--- src/rtl/divider_seq_8bits_8bits.sv ---
`default_nettype none
// ============================================================================
//  Module   : divider_seq_8bits_8bits
//  Purpose  : Sequential radix-2 restoring divider with independent operand
//             signedness. Produces a quotient truncated toward zero and a
//             remainder carrying the dividend's sign, at a fixed latency of
//             A_chop_size+2 edges after the capture edge.
//  Ports    : clk         - sole clock, rising edge
//             reset_n     - synchronous, active-low reset
//             start       - request, accepted only while ready=1
//             A, A_sign   - dividend and its two's-complement flag
//             B, B_sign   - divisor and its two's-complement flag
//             ready       - high while idle
//             valid       - one-cycle pulse when Q/R/div_by_zero update
//             Q, R        - registered quotient / remainder
//             div_by_zero - set together with valid when the divisor was 0
//  Revision : 1.0 - initial release
// ============================================================================
module divider_seq_8bits_8bits #(
  parameter int A_chop_size = 8,
  parameter int B_chop_size = 8
) (
  input  logic                   clk,
  input  logic                   reset_n,
  input  logic                   start,
  input  logic [A_chop_size-1:0] A,
  input  logic [B_chop_size-1:0] B,
  input  logic                   A_sign,
  input  logic                   B_sign,
  output logic                   ready,
  output logic                   valid,
  output logic [A_chop_size-1:0] Q,
  output logic [B_chop_size-1:0] R,
  output logic                   div_by_zero
);

  localparam int CNT_W = $clog2(A_chop_size + 1);
  localparam logic [CNT_W-1:0] LAST_ITER = CNT_W'(A_chop_size - 1);

  typedef enum logic [1:0] {
    IDLE = 2'd0,
    PREP = 2'd1,
    ITER = 2'd2,
    FIX  = 2'd3
  } state_t;

  state_t                   state_q, state_d;
  // Captured operands
  logic [A_chop_size-1:0]   a_q, a_d;
  logic [B_chop_size-1:0]   b_q, b_d;
  logic                     a_sign_q, a_sign_d;
  logic                     b_sign_q, b_sign_d;
  // Dividend magnitude; quotient bits shift in at the LSB as dividend bits
  // leave at the MSB, so after the last iteration it holds |q|.
  logic [A_chop_size-1:0]   dvd_q, dvd_d;
  logic [B_chop_size-1:0]   dvs_q, dvs_d;
  // Partial remainder between iterations is always < |B|, so B_chop_size
  // bits suffice for storage; the extra bit only exists after the shift.
  logic [B_chop_size-1:0]   rem_q, rem_d;
  logic [CNT_W-1:0]         cnt_q, cnt_d;
  logic                     q_neg_q, q_neg_d;
  logic                     r_neg_q, r_neg_d;
  logic                     zero_q, zero_d;
  // Result registers
  logic [A_chop_size-1:0]   q_out_q, q_out_d;
  logic [B_chop_size-1:0]   r_out_q, r_out_d;
  logic                     dbz_q, dbz_d;
  logic                     valid_q, valid_d;

  // Datapath helpers
  logic                     a_neg, b_neg;
  logic [B_chop_size:0]     shifted;
  logic                     fits;
  logic [B_chop_size-1:0]   rem_sub;

  assign a_neg   = a_sign_q & a_q[A_chop_size-1];
  assign b_neg   = b_sign_q & b_q[B_chop_size-1];
  assign shifted = {rem_q, dvd_q[A_chop_size-1]};
  assign fits    = (shifted >= {1'b0, dvs_q});
  // When the trial subtraction succeeds the true difference is < |B|, so the
  // modulo-2^B result below is exact.
  assign rem_sub = shifted[B_chop_size-1:0] - dvs_q;

  always_comb begin
    state_d  = state_q;
    a_d      = a_q;
    b_d      = b_q;
    a_sign_d = a_sign_q;
    b_sign_d = b_sign_q;
    dvd_d    = dvd_q;
    dvs_d    = dvs_q;
    rem_d    = rem_q;
    cnt_d    = cnt_q;
    q_neg_d  = q_neg_q;
    r_neg_d  = r_neg_q;
    zero_d   = zero_q;
    q_out_d  = q_out_q;
    r_out_d  = r_out_q;
    dbz_d    = dbz_q;
    valid_d  = 1'b0;

    unique case (state_q)
      IDLE: begin
        if (start) begin
          a_d      = A;
          b_d      = B;
          a_sign_d = A_sign;
          b_sign_d = B_sign;
          state_d  = PREP;
        end
      end

      PREP: begin
        dvd_d   = a_neg ? -a_q : a_q;
        dvs_d   = b_neg ? -b_q : b_q;
        q_neg_d = a_neg ^ b_neg;
        r_neg_d = a_neg;
        zero_d  = (b_q == '0);
        rem_d   = '0;
        cnt_d   = '0;
        state_d = ITER;
      end

      ITER: begin
        rem_d = fits ? rem_sub : shifted[B_chop_size-1:0];
        dvd_d = {dvd_q[A_chop_size-2:0], fits};
        cnt_d = cnt_q + 1'b1;
        if (cnt_q == LAST_ITER) begin
          state_d = FIX;
        end
      end

      FIX: begin
        if (zero_q) begin
          q_out_d = '1;
          r_out_d = a_q[B_chop_size-1:0];
          dbz_d   = 1'b1;
        end else begin
          q_out_d = q_neg_q ? -dvd_q : dvd_q;
          r_out_d = r_neg_q ? -rem_q : rem_q;
          dbz_d   = 1'b0;
        end
        valid_d = 1'b1;
        state_d = IDLE;
      end

      default: state_d = IDLE;
    endcase
  end

  always_ff @(posedge clk) begin
    if (!reset_n) begin
      state_q  <= IDLE;
      a_q      <= '0;
      b_q      <= '0;
      a_sign_q <= 1'b0;
      b_sign_q <= 1'b0;
      dvd_q    <= '0;
      dvs_q    <= '0;
      rem_q    <= '0;
      cnt_q    <= '0;
      q_neg_q  <= 1'b0;
      r_neg_q  <= 1'b0;
      zero_q   <= 1'b0;
      q_out_q  <= '0;
      r_out_q  <= '0;
      dbz_q    <= 1'b0;
      valid_q  <= 1'b0;
    end else begin
      state_q  <= state_d;
      a_q      <= a_d;
      b_q      <= b_d;
      a_sign_q <= a_sign_d;
      b_sign_q <= b_sign_d;
      dvd_q    <= dvd_d;
      dvs_q    <= dvs_d;
      rem_q    <= rem_d;
      cnt_q    <= cnt_d;
      q_neg_q  <= q_neg_d;
      r_neg_q  <= r_neg_d;
      zero_q   <= zero_d;
      q_out_q  <= q_out_d;
      r_out_q  <= r_out_d;
      dbz_q    <= dbz_d;
      valid_q  <= valid_d;
    end
  end

  assign ready       = (state_q == IDLE);
  assign valid       = valid_q;
  assign Q           = q_out_q;
  assign R           = r_out_q;
  assign div_by_zero = dbz_q;

endmodule
`default_nettype wire

--- config.mk ---
export PLATFORM = sky130hd
export DESIGN_NAME = divider_seq_8bits_8bits
export DESIGN_NICKNAME = d
export VERILOG_FILES = /design/src/rtl/divider_seq_8bits_8bits.sv
export SDC_FILE = /design/constraint.sdc
export NUM_CORES = 1
export LEC_CHECK = 0
export CORE_MARGIN = 2
export CORE_UTILIZATION = 35
export DETAILED_ROUTE_END_ITERATION = 12
export DONT_BUFFER_PORTS = 1
export GPL_TIMING_DRIVEN = 0
export HOLD_SLACK_MARGIN = 0.1
export PLACE_DENSITY = 0.59
export SYNTH_ARGS = -nofsm -noshare
export SYNTH_HDL_FRONTEND = slang
export SYNTH_SLANG_ARGS = --single-unit
export TNS_END_PERCENT = 20
--- constraint.sdc ---
create_clock -name clk -period 1.95 [get_ports clk]
set_input_delay 0.0975 -clock clk [delete_from_list [all_inputs] [get_ports clk]]
set_output_delay 0.0975 -clock clk [all_outputs]
set_load 0.01 [all_outputs]
# Word-level counts from Yosys, hierarchy flattened
# Cells that the tools add are included.
# classes
n_eq_ne	6
add_sub_neg	6
bitwise_logic	3
n_reduce_logical	5
muxes	15
magnitude_cmp	1
# ops
cell	n
$mux 8	7
$neg 8->8	4
$pmux 8 s2	2
$ge 9x8->1	1
$logic_not 8->1	1
$pmux 2 s4	1
$pmux 4 s2	1
$sub 8x8->8	1
$add 4x1->4 const B	1
$eq 2x2->1 const B	2
$eq 4x3->1 const B	1
$mux 2	2
$ne 2x2->1 const B	2
$reduce_and 2->1	2
$and 1x1->1	2
$eq 2x1->1 const B	1
$logic_not 2->1	1
$mux 1	2
$reduce_bool 2->1	1
$xor 1x1->1	1
# totals
in_bits	21
output_inout_bits	19
register_bits	69
elab_cells	52

# Depth between registers and ports, before layout
# logic_depth
word_depth	3
mapped_depth	9
ltp_nobuf	9

# Worst setup path after synthesis
# No wires, ideal clock.
# synth_timing
kind	reg-to-reg
startpoint	reg dvd_q[7]
endpoint	reg rem_q[6]
stages_incl_launch_ff	10
t_required_ps	1825
period_less_slack_ps	1835
slack_ps	115
n_path_buf	0
setup_ps	125
arrival_time_ps	1710
cell_sequence	dfxtp_1 > inv_1 > ha_1 > inv_1 > fa_1 > a211oi_1 > o21bai_1 > a21oi_1 > xor2_1 > o21ai_0
# synth_between
elab_chain_cells	3
word_cells_on_any_way	4
cone_classes	add/sub: 1; order compare: 1; mux: 2
# synth_rtl
element	line_no	rtl
from (decl)	55	logic [A_chop_size-1:0] dvd_q, dvd_d;
from (signal assigned)	175	dvd_q <= dvd_d;
$sub 8x8->8 or $ge 9x8->1 (tied branches)	82, 79	
$mux 8 (*)	125	rem_d = fits ? rem_sub : shifted[B_chop_size-1:0];
$pmux 8 s2 (*)	102	unique case (state_q)
to (signal assigned)	177	rem_q <= rem_d;
to (decl)	59	logic [B_chop_size-1:0] rem_q, rem_d;
# Every way passes the cells marked *; elsewhere a longest branch is shown, timed or not.
# A chain may end at the register's enable or synchronous reset.

# Worst setup path after layout
# Same ends and word-level chain as after synthesis.

==> impl_metrics.toml <==
[status]
status = "completed"

[route]
num_vias = 3194
firstDrtPassIters = 4
postRouteAntennaNets = 0
wl_per_cell_um = 15.1
drt-total-wl_um = 9360
viasPerCell = 5.17
drc = 0
drtIter0Drc = 125

[timing]
min_period_over_period = 0.981
maxSlewHeadroom = 0.583
rsz0062_at_grt = "yes"
slew_violations = 0
period_minus_slack_ns = 1.91
setup_viol = 0
tightest_slew_ns = 0.625
clock_skew_ns = 0.00908
fmax_mhz = 523
final-hold-violation-count = 0

[clock_network]
cts_buffers = 9
clkTransAtPathRegs_ns = 0.09
cts_tree = "built"
insertion_delay_ns = 0.35
cts-htree-levels = 3
root_buffer = "clkbuf_8"
clockBufferDepth = 2
clkSinkCount = 69

[layout]
finish.net_count = 516
antenna_cells = 0
final_cell_mix = "nand2_1, dfxtp_1, a21oi_1"
final_common_cell = "nand2_1"
drive_gt1_frac = 0.110
design_area_um2 = 4360
area_growth_pct = 18.6

[power_and_ir_drop]
p_clk_frac = 0.217
p_per_area_nw_per_um2 = 1310
intPower_uw = 3360
p_leak_uw = 0.00159
power.share.switching = 0.411
pwr-share-seq = 0.337
switching_power_uw = 2340
p_total_uw = 5700
comb_power_share = 0.447
ir_worst_vdd_v = 0.000523

[global_route]
grt_max_degree = 15
gr-total-overflow = 0
track_usage = 0.168
grt_pass1_vias = 3016
antenna_found_initial = 0
grt_first_pass_wirelength_um = 15100

[run]
maxCapViolations = 0

[setup_path]
worstPathRequired_ns = 2.18
cp-end-kind = "register"
cp_max_fo = 3
arrival_ns = 2.14
criticalPathCategory = "register to register"
startpoint_type = "register"

[logic_synthesis]
synth_edf_count = 0
ys_types = 47
ys_seq_area_frac = 0.376
ys_warn_count = 0
synth_seq_cells = 69
ys.flop_type = "dfxtp_1"
syn_area_per_cell_um2 = 8.22
synth_cells = 447
synthesis.nets = 486
async_reset_ff_frac = 0
syn-cell-area_um2 = 3670

[place]
dp_hpwl_um = 6780
gp_congestion = 0.822
dpl_cell_area_um2 = 3840
portBuffers = 0

[floorplanning]
die_h_um = 106
ioPinCount = 40
core_um2 = 10300
die_w_um = 106
dieArea_um2 = 11300
rows = 37
start_util = 0.357

[min_path]
min_path_type = "input pin to register"
cells in the mapped netlist (all sizes together), types with 11 or more instances:
cell type	number	area (µm²)
dfxtp	69	1380
a21oi	39	195
clkbuf	14	52.6
o21ai	33	165
nand3	11	55.1
nand2	65	244
ha	17	213
nor2	33	124
xor2	13	114
mux2i	20	200
inv	25	93.8
xnor2	13	114
power groups by stage:
| stage | Sequential [µW] | Clock (µW) | Combinational [µW] |
|---|---|---|---|
| 5_1_grt | 1950 | 1310 | 2820 |
| 3_5_place_dp | 1940 | 0 | 2220 |
| 4_1_cts | 1910 | 1250 | 2340 |
| 2_1_floorplan | 1860 | 0 | 1770 |
| 6_report | 1920 | 1240 | 2540 |
| 3_3_place_gp | 1930 | 0 | 2180 |
per-layer routing:
layer  GRT usage  vias to the layer above  wire length [µm]
met3      0.0337                       12               384
met4      0.0594                        0               121
li1            -                     1618                 -
met5           0                        -                 0
met2       0.261                       60              4270
met1       0.231                     1504              4580
worst paths after layout:
path / slack (ns) / from / to / depth (start not counted)
setup / recovery: 0.04 / dvd_q[7] / rem_q[6] / 9
hold / removal: 0.12 / reset_n / rem_q[0] / 3
setup reg to reg: 0.04 / dvd_q[7] / rem_q[6] / 9
hold reg to reg: 0.50 / dvs_q[7] / dvs_q[7] / 2
area by class of cell:
cell class / instances / area [µm²]
fill: 1067 / 5920
multi-input combinational: 328 / 2160
sequential: 69 / 1390
timing repair buffer: 21 / 203
tap: 136 / 170
buffer: 22 / 129
clock buffer: 9 / 124
inverter: 26 / 97.6
clock inverter: 7 / 82.6
critical path: stages, from the launching register on:
cell and delay [ns]:
dfxtp_1 0.33, inv_2 0.12, ha_4 0.15, inv_1 0.05, fa_2 0.37, a211oi_2 0.26, o21bai_1 0.12, a21oi_1 0.18
xor2_1 0.14, o21ai_0 0.09
state kept, by name, summed over array words and instances, names as in the netlist:
| signal | count |
|---|---|
| Q | 8 |
| R | 8 |
| a_q | 8 |
| a_sign_q | 1 |
| b_q | 8 |
| b_sign_q | 1 |
| cnt_q | 4 |
| div_by_zero | 1 |
| dvd_q | 8 |
| dvs_q | 8 |
| q_neg_q | 1 |
| r_neg_q | 1 |
| rem_q | 8 |
| state_q | 2 |
| valid | 1 |
| zero_q | 1 |
logic make-up after synthesis:
group,after synthesis,synth area share
buf+inv,50,0.0617
fa+ha+maj,18,0.0634
compound gates,115,0.193
simple gates,148,0.186
mux,21,0.0576
xor+xnor,26,0.0620
flops,69,0.376
per-stage QoR:
stage | TNS, ns | utilization | hold slack [ns] | instances | setup slack (ns)
2_1_floorplan | 0 | - | 0.233 | 447 | 0.115
3_3_place_gp | -0.714 | 0.374 | 0.237 | 583 | -0.138
3_5_place_dp | -0.761 | 0.374 | 0.241 | 583 | -0.162
4_1_cts | -0.00989 | 0.415 | 0.131 | 619 | -0.00763
5_1_grt | -0.271 | 0.424 | 0.128 | 618 | -0.0790
6_report | 0 | 0.424 | 0.122 | 618 | 0.0374
repair_timing:
item,4_1_cts,5_1_grt
resized for setup,9,23
endpoints found under the setup margin,8,21
pin swaps,2,5
cloned,0,1
setup buffers,1,0
endpoints found under the hold margin,27,0
hold buffers,19,0
Note: power is estimated with default switching activity, not from simulation.
